`config.mk`:
```
export PLATFORM = sky130hd
export DESIGN_NAME = sram_req_arbiter
export DESIGN_NICKNAME = d
export VERILOG_FILES = /design/src/rtl/sram_arb_pkg.sv /design/src/rtl/sram_rr_pick.sv /design/src/rtl/sram_req_arbiter.sv
export SDC_FILE = /design/constraint.sdc
export NUM_CORES = 1
export LEC_CHECK = 0
export CAP_MARGIN = 10
export CORE_MARGIN = 2
export CORE_UTILIZATION = 40
export CTS_CLUSTER_DIAMETER = 50
export DETAILED_ROUTE_END_ITERATION = 6
export PLACE_DENSITY = 0.83
export SYNTH_ARGS = -nofsm -noshare
export SYNTH_HDL_FRONTEND = slang
export SYNTH_SLANG_ARGS = --single-unit
```
`constraint.sdc`:
```
create_clock -name HCLK -period 2.55 [get_ports HCLK]
set_clock_uncertainty 0.15 [all_clocks]
set_input_delay 0.255 -clock HCLK [delete_from_list [all_inputs] [get_ports HCLK]]
set_output_delay 0.255 -clock HCLK [all_outputs]
set_load 0.01 [all_outputs]
```
`src/rtl/sram_arb_pkg.sv`:
```
// Shared types and defaults for the two-port SRAM request arbiter.
package sram_arb_pkg;

  localparam int unsigned AW_DEF      = 20;
  localparam int unsigned DW_DEF      = 32;
  localparam int unsigned TIMEOUT_DEF = 255;
  localparam int unsigned CNT_W       = 8;
  localparam int unsigned ERR_RDATA   = 0;

  typedef enum logic [1:0] {
    ST_IDLE     = 2'd0,
    ST_ISSUE    = 2'd1,
    ST_WAIT_ACK = 2'd2,
    ST_RESP     = 2'd3
  } arb_state_e;

endpackage

```
`src/rtl/sram_rr_pick.sv`:
```
// Two-way round-robin pick with a lock override for the last-granted port.
module sram_rr_pick (
  input  logic [1:0] req_i,
  input  logic       last_i,
  input  logic       lock_hold_i,
  input  logic       lock_port_i,
  output logic       valid_o,
  output logic       pick_o
);

  always_comb begin
    valid_o = |req_i;
    pick_o  = 1'b0;
    if (lock_hold_i && req_i[lock_port_i]) begin
      pick_o = lock_port_i;
    end else if (&req_i) begin
      pick_o = ~last_i;
    end else begin
      pick_o = req_i[1];
    end
  end

endmodule

```
`src/rtl/sram_req_arbiter.sv`:
```
// Arbitrates two requesters onto one SRAM controller port: latch, issue, wait
// for ack (with timeout), then return a one-cycle ack to the granted port.
module sram_req_arbiter
  import sram_arb_pkg::*;
#(
  parameter int unsigned AW      = AW_DEF,
  parameter int unsigned DW      = DW_DEF,
  parameter int unsigned TIMEOUT = TIMEOUT_DEF
) (
  input  logic          HCLK,
  input  logic          HRESET,
  input  logic          m0_req,
  input  logic          m0_lock,
  input  logic          m0_write,
  input  logic [2:0]    m0_size,
  input  logic [AW-1:0] m0_addr,
  input  logic [DW-1:0] m0_wdata,
  input  logic          m1_req,
  input  logic          m1_lock,
  input  logic          m1_write,
  input  logic [2:0]    m1_size,
  input  logic [AW-1:0] m1_addr,
  input  logic [DW-1:0] m1_wdata,
  output logic          m0_ack,
  output logic          m0_err,
  output logic [DW-1:0] m0_rdata,
  output logic          m1_ack,
  output logic          m1_err,
  output logic [DW-1:0] m1_rdata,
  output logic          ahbsram_req,
  output logic          ahbsram_write,
  output logic [2:0]    ahbsram_size,
  output logic [AW-1:0] ahbsram_addr,
  output logic [DW-1:0] ahbsram_wdata,
  input  logic          sramahb_ack,
  input  logic [DW-1:0] sramahb_rdata,
  input  logic          BUSY,
  output logic          grant_id,
  output logic          arb_busy
);

  arb_state_e          state_q, state_d;
  logic [CNT_W-1:0]    cnt_q, cnt_d;
  logic                gnt_q, gnt_d;
  logic                last_q, last_d;
  logic                lock_q, lock_d;
  logic                lock_hold_q, lock_hold_d;
  logic                write_q, write_d;
  logic [2:0]          size_q, size_d;
  logic [AW-1:0]       addr_q, addr_d;
  logic [DW-1:0]       wdata_q, wdata_d;
  logic [1:0]          ack_q, ack_d;
  logic [1:0]          err_q, err_d;
  logic [1:0][DW-1:0]  rdata_q, rdata_d;
  logic                busy_q, busy_d;
  logic                pick_valid, pick_id;

  sram_rr_pick u_pick (
    .req_i       ({m1_req, m0_req}),
    .last_i      (last_q),
    .lock_hold_i (lock_hold_q),
    .lock_port_i (gnt_q),
    .valid_o     (pick_valid),
    .pick_o      (pick_id)
  );

  always_ff @(posedge HCLK) begin
    if (HRESET) begin
      state_q     <= ST_IDLE;
      cnt_q       <= '0;
      gnt_q       <= 1'b0;
      last_q      <= 1'b1;
      lock_q      <= 1'b0;
      lock_hold_q <= 1'b0;
      write_q     <= 1'b0;
      size_q      <= '0;
      addr_q      <= '0;
      wdata_q     <= '0;
      ack_q       <= '0;
      err_q       <= '0;
      rdata_q     <= '0;
      busy_q      <= 1'b0;
    end else begin
      state_q     <= state_d;
      cnt_q       <= cnt_d;
      gnt_q       <= gnt_d;
      last_q      <= last_d;
      lock_q      <= lock_d;
      lock_hold_q <= lock_hold_d;
      write_q     <= write_d;
      size_q      <= size_d;
      addr_q      <= addr_d;
      wdata_q     <= wdata_d;
      ack_q       <= ack_d;
      err_q       <= err_d;
      rdata_q     <= rdata_d;
      busy_q      <= busy_d;
    end
  end

  always_comb begin
    state_d     = state_q;
    cnt_d       = cnt_q;
    gnt_d       = gnt_q;
    last_d      = last_q;
    lock_d      = lock_q;
    lock_hold_d = lock_hold_q;
    write_d     = write_q;
    size_d      = size_q;
    addr_d      = addr_q;
    wdata_d     = wdata_q;
    ack_d       = 2'b00;
    err_d       = err_q;
    rdata_d     = rdata_q;
    ahbsram_req = 1'b0;

    unique case (state_q)
      ST_IDLE: begin
        // Lock priority only lasts for this first idle cycle.
        lock_hold_d = 1'b0;
        if (pick_valid) begin
          gnt_d   = pick_id;
          lock_d  = pick_id ? m1_lock  : m0_lock;
          write_d = pick_id ? m1_write : m0_write;
          size_d  = pick_id ? m1_size  : m0_size;
          addr_d  = pick_id ? m1_addr  : m0_addr;
          wdata_d = pick_id ? m1_wdata : m0_wdata;
          state_d = ST_ISSUE;
        end
      end
      ST_ISSUE: begin
        cnt_d = '0;
        if (!BUSY) begin
          ahbsram_req = 1'b1;
          state_d     = ST_WAIT_ACK;
        end
      end
      ST_WAIT_ACK: begin
        cnt_d = cnt_q + CNT_W'(1);
        if (sramahb_ack) begin
          ack_d[gnt_q]   = 1'b1;
          err_d[gnt_q]   = 1'b0;
          rdata_d[gnt_q] = sramahb_rdata;
          state_d        = ST_RESP;
        end else if (cnt_q == CNT_W'(TIMEOUT)) begin
          ack_d[gnt_q]   = 1'b1;
          err_d[gnt_q]   = 1'b1;
          rdata_d[gnt_q] = DW'(ERR_RDATA);
          state_d        = ST_RESP;
        end
      end
      ST_RESP: begin
        last_d      = gnt_q;
        lock_hold_d = lock_q && !err_q[gnt_q];
        state_d     = ST_IDLE;
      end
      default: state_d = ST_IDLE;
    endcase

    busy_d = (state_d != ST_IDLE);
  end

  assign m0_ack        = ack_q[0];
  assign m1_ack        = ack_q[1];
  assign m0_err        = err_q[0];
  assign m1_err        = err_q[1];
  assign m0_rdata      = rdata_q[0];
  assign m1_rdata      = rdata_q[1];
  assign ahbsram_write = write_q;
  assign ahbsram_size  = size_q;
  assign ahbsram_addr  = addr_q;
  assign ahbsram_wdata = wdata_q;
  assign grant_id      = gnt_q;
  assign arb_busy      = busy_q;

endmodule

```
==> impl_metrics.toml <==
[sta]
fin_tns_setup_ns = 0
min_period_over_period_pct = 88.9
setup_viol = 0
hold_viol = 0
fmax_mhz = 441
grt_setup_unrepaired = "no"
fin_crit_ns = 2.27
worst_pin_slew_ns = 0.778
hold-worst-slack_ns = 0.213
timing.slew.headroom_pct = 48.1
maxSlewViolCount = 0

[clock_network]
cts_tree = "yes"
cts_hold_buf = 0
cts-root-buf = "clkbuf_16"
postCtsSetupBuffers = 0
clk_path_buf_depth = 2
cts-htree-levels = 4
cts.sinks = 139
clkTransAtPathRegs_ns = 0.06
cts_resized = 0
clk-insertion-delay-late_ns = 0.41
cts_buffers = 17

[finish]
nets = 973
syn_to_final_growth_pct = 64.7
fillers = 1010
drive_gt1_share_pct = 12.7

[yosys]
synth-seq-area-share_pct = 50.6
synthMuxAreaShare_pct = 0.364
yosys.area_share.simple_pct = 10.9
synth_top_area_cell = "dfxtp_1"
yosysWarnings = 0
netlist_area_um2 = 5500
synth_fp_nets = 709
synth_top_family_by_area = "compound AO/OA/AOI/OAI gates"
synth_area_leaders = "dfxtp_1 (51%), a22o_1 (10%), a211oi_2 (6.8%), nor2_1 (4.4%), nand2_1 (4.2%)"
yosys.area.top_type_share_pct = 50.6
synth-adder-area-share_pct = 1.36
synthCells = 551
synth-xor-area-share_pct = 0.637
synth_compound_area_share_pct = 31.2
syn_avg_cell_area_um2 = 9.98
synth_seq_cells = 139
synth_cell_type_count = 39

[floorplanning]
fp.dieArea_um2 = 14700
rows = 42
pin_count = 279
die_h_um = 121
start_util_pct = 41.2
core_um2 = 13300
dieWidth_um = 121

[grt]
grt_overflow = 0
grt_usage_pct = 23.5
antenna_found_initial = 1
grt_max_degree = 59
grt_pass1_vias = 5405
grt_pass1_wl_mm = 27.5

[worst_hold_path]
hold_class = "primary input to flip-flop"
hold_path.startpoint = "HRESET"
whs_path_depth = 2
hold_end = "ahbsram_addr[15]"

[setup_path]
r2r_start = "state_q[0]"
crit_slowest_cell = "clkdlybuf4s50_1"
critPathCaptureType = "output pin"
r2r_slack_ns = 0.41
path_delay_family = "buffers and inverters"
crit_buf_inv = 2
path_max_fanout = 4
worstRegToRegCells = 7
cp_slowest_stage_delay_ns = 0.58
arrival_ns = 1.86
path_cells = "inv_1, ha_1, nor2b_1, clkdlybuf4s50_1"
r2r_end = "m0_rdata[21]"
path_class = "flip-flop to output pin"
cp.required_ns = 2.14
cp-start-kind = "flip-flop"

[route]
ant_nets = 0
dr.pass1.iters = 5
viasPerCell = 5.34
drt_wl_total_mm = 17.4
drt_iter0_markers = 290
wl_per_cell_um = 17.3
post-route-drc-count = 0
num_vias = 5357

[pwr]
p_comb_share_pct = 34.8
p_per_area_nw_per_um2 = 949
leakage_uw = 0.00345
seq_power_share_pct = 32.9
irDropWorstVdd_mv = 0.616
sw_frac_of_total_pct = 30.7
intPower_uw = 5950
p_sw_uw = 2640
p_clk_share_pct = 32.4

[placed_design]
place.gp.congestion = 0.842
io_buffers = 278
hpwl_mm = 12.3

[run]
drv_cap = 0

[status]
status = "finished, final reports clean"
## routing by layer
| layer | share of wire, % | up-vias | GRT usage (%) | wire, µm |
|---|---|---|---|---|
| met1 | 40 | 2546 | 27.8 | 6990 |
| met3 | 8.8 | 33 | 7.71 | 1530 |
| met5 | 0 | - | 0 | 0 |
| li1 | - | 2517 | - | - |
| met2 | 48 | 261 | 39.1 | 8400 |
| met4 | 2.7 | 0 | 9.99 | 478 |
## sequential cells by signal (all words and copies together) (netlist names), 2 cells and up, named ones only
name,flops
state_q,2
ack_q,2
m1_rdata,32
cnt_q,8
m0_rdata,32
ahbsram_addr,20
ahbsram_wdata,32
ahbsram_size,3
## layout by cell type, fill, tap and decap left out, drive strengths merged, types with 3 or more instances in the layout
master / Yosys / final
o21ai: 6 / 6
clkinv: 0 / 3
nand2: 62 / 62
a211oi: 58 / 58
buf: 38 / 14
nand4: 4 / 4
bufinv: 0 / 6
inv: 6 / 6
a22o: 64 / 64
dfxtp: 139 / 139
clkbuf: 8 / 19
a21oi: 65 / 65
or3: 3 / 3
nor2b: 3 / 3
clkdlybuf4s50: 0 / 277
xor2: 3 / 3
nor2: 65 / 65
a311oi: 3 / 3
ha: 6 / 6
## worst register-to-register path: stages (launching register included)
cell and delay [ns]:
dfxtp_1 0.39, inv_1 0.11, ha_1 0.27, nand2_1 0.24, o21ai_4 0.17, a21oi_2 0.17
buf_4 0.37, a22o_1 0.21
## worst max path at each step
stage | depth (start not counted) | to | start | slack (ns)
finish | 4 | ahbsram_req | state_q[1] | 0.28
global route | 4 | ahbsram_req | state_q[1] | 0.19
CTS | 4 | ahbsram_req | state_q[1] | 0.26
detailed placement | 5 | ahbsram_addr[14] | m0_req | 0.23
global placement | 5 | ahbsram_wdata[7] | m0_req | 0.30
floorplan | 6 | arb_busy | state_q[0] | 0.72
## cell usage after synthesis (all sizes together)
| cell | count |
|---|---|
| dfxtp | 139 |
| a21oi | 65 |
| nor2 | 65 |
| a22o | 64 |
| nand2 | 62 |
| a211oi | 58 |
| buf | 38 |
| clkbuf | 8 |
| ha | 6 |
| inv | 6 |
| o21ai | 6 |
| nand4 | 4 |
| a311oi | 3 |
| nor2b | 3 |
| or3 | 3 |
| xor2 | 3 |
| mux2i | 2 |
| nor3 | 2 |
| nor3b | 2 |
| o31a | 2 |
| o31ai | 2 |
| a211o | 1 |
| a22oi | 1 |
| and2 | 1 |
| nand4b | 1 |
| o22a | 1 |
| o311a | 1 |
| or2 | 1 |
| xnor2 | 1 |
## power groups by stage
stage	combinational (µW)	sequential, µW	clock [µW]
finish	2990	2830	2780
global route	3240	2870	2920
CTS	3010	2830	2830
detailed placement	2990	2860	0
global placement	2910	2840	0
floorplan	1460	3020	0
## final cells by class
class	count	area, µm²	area share, %
flip-flops and latches	139	2780	30.7
inverters	6	22.5	0.249
clock inverters	11	218	2.40
clock buffers	19	453	5.00
repair buffers	291	2890	31.9
multi-input cells	360	2470	27.3
diodes	1	2.50	0.0276
well taps	176	220	2.43
## cell families after synthesis
kind of cell             count (synthesis)
AO/OA/AOI/OAI                          204
AND/OR/NAND/NOR                        144
flip-flops                             139
buffers and inverters                   52
adder cells (fa/ha/maj)                  6
XOR/XNOR                                 4
multiplexers                             2
## per-stage QoR
stage / setup slack [ns] / instance area (µm²) / utilization (%) / instances / power (µW)
floorplan: 0.720 / 5500 / - / 551 / 4480
global placement: 0.300 / 8390 / 62.8 / 972 / 5750
detailed placement: 0.226 / 8390 / 62.8 / 972 / 5850
CTS: 0.265 / 9060 / 67.9 / 1002 / 8660
global route: 0.185 / 9060 / 67.9 / 1003 / 9040
finish: 0.284 / 9060 / 67.9 / 1003 / 8590
Note: power is estimated with default switching activity, not from simulation.
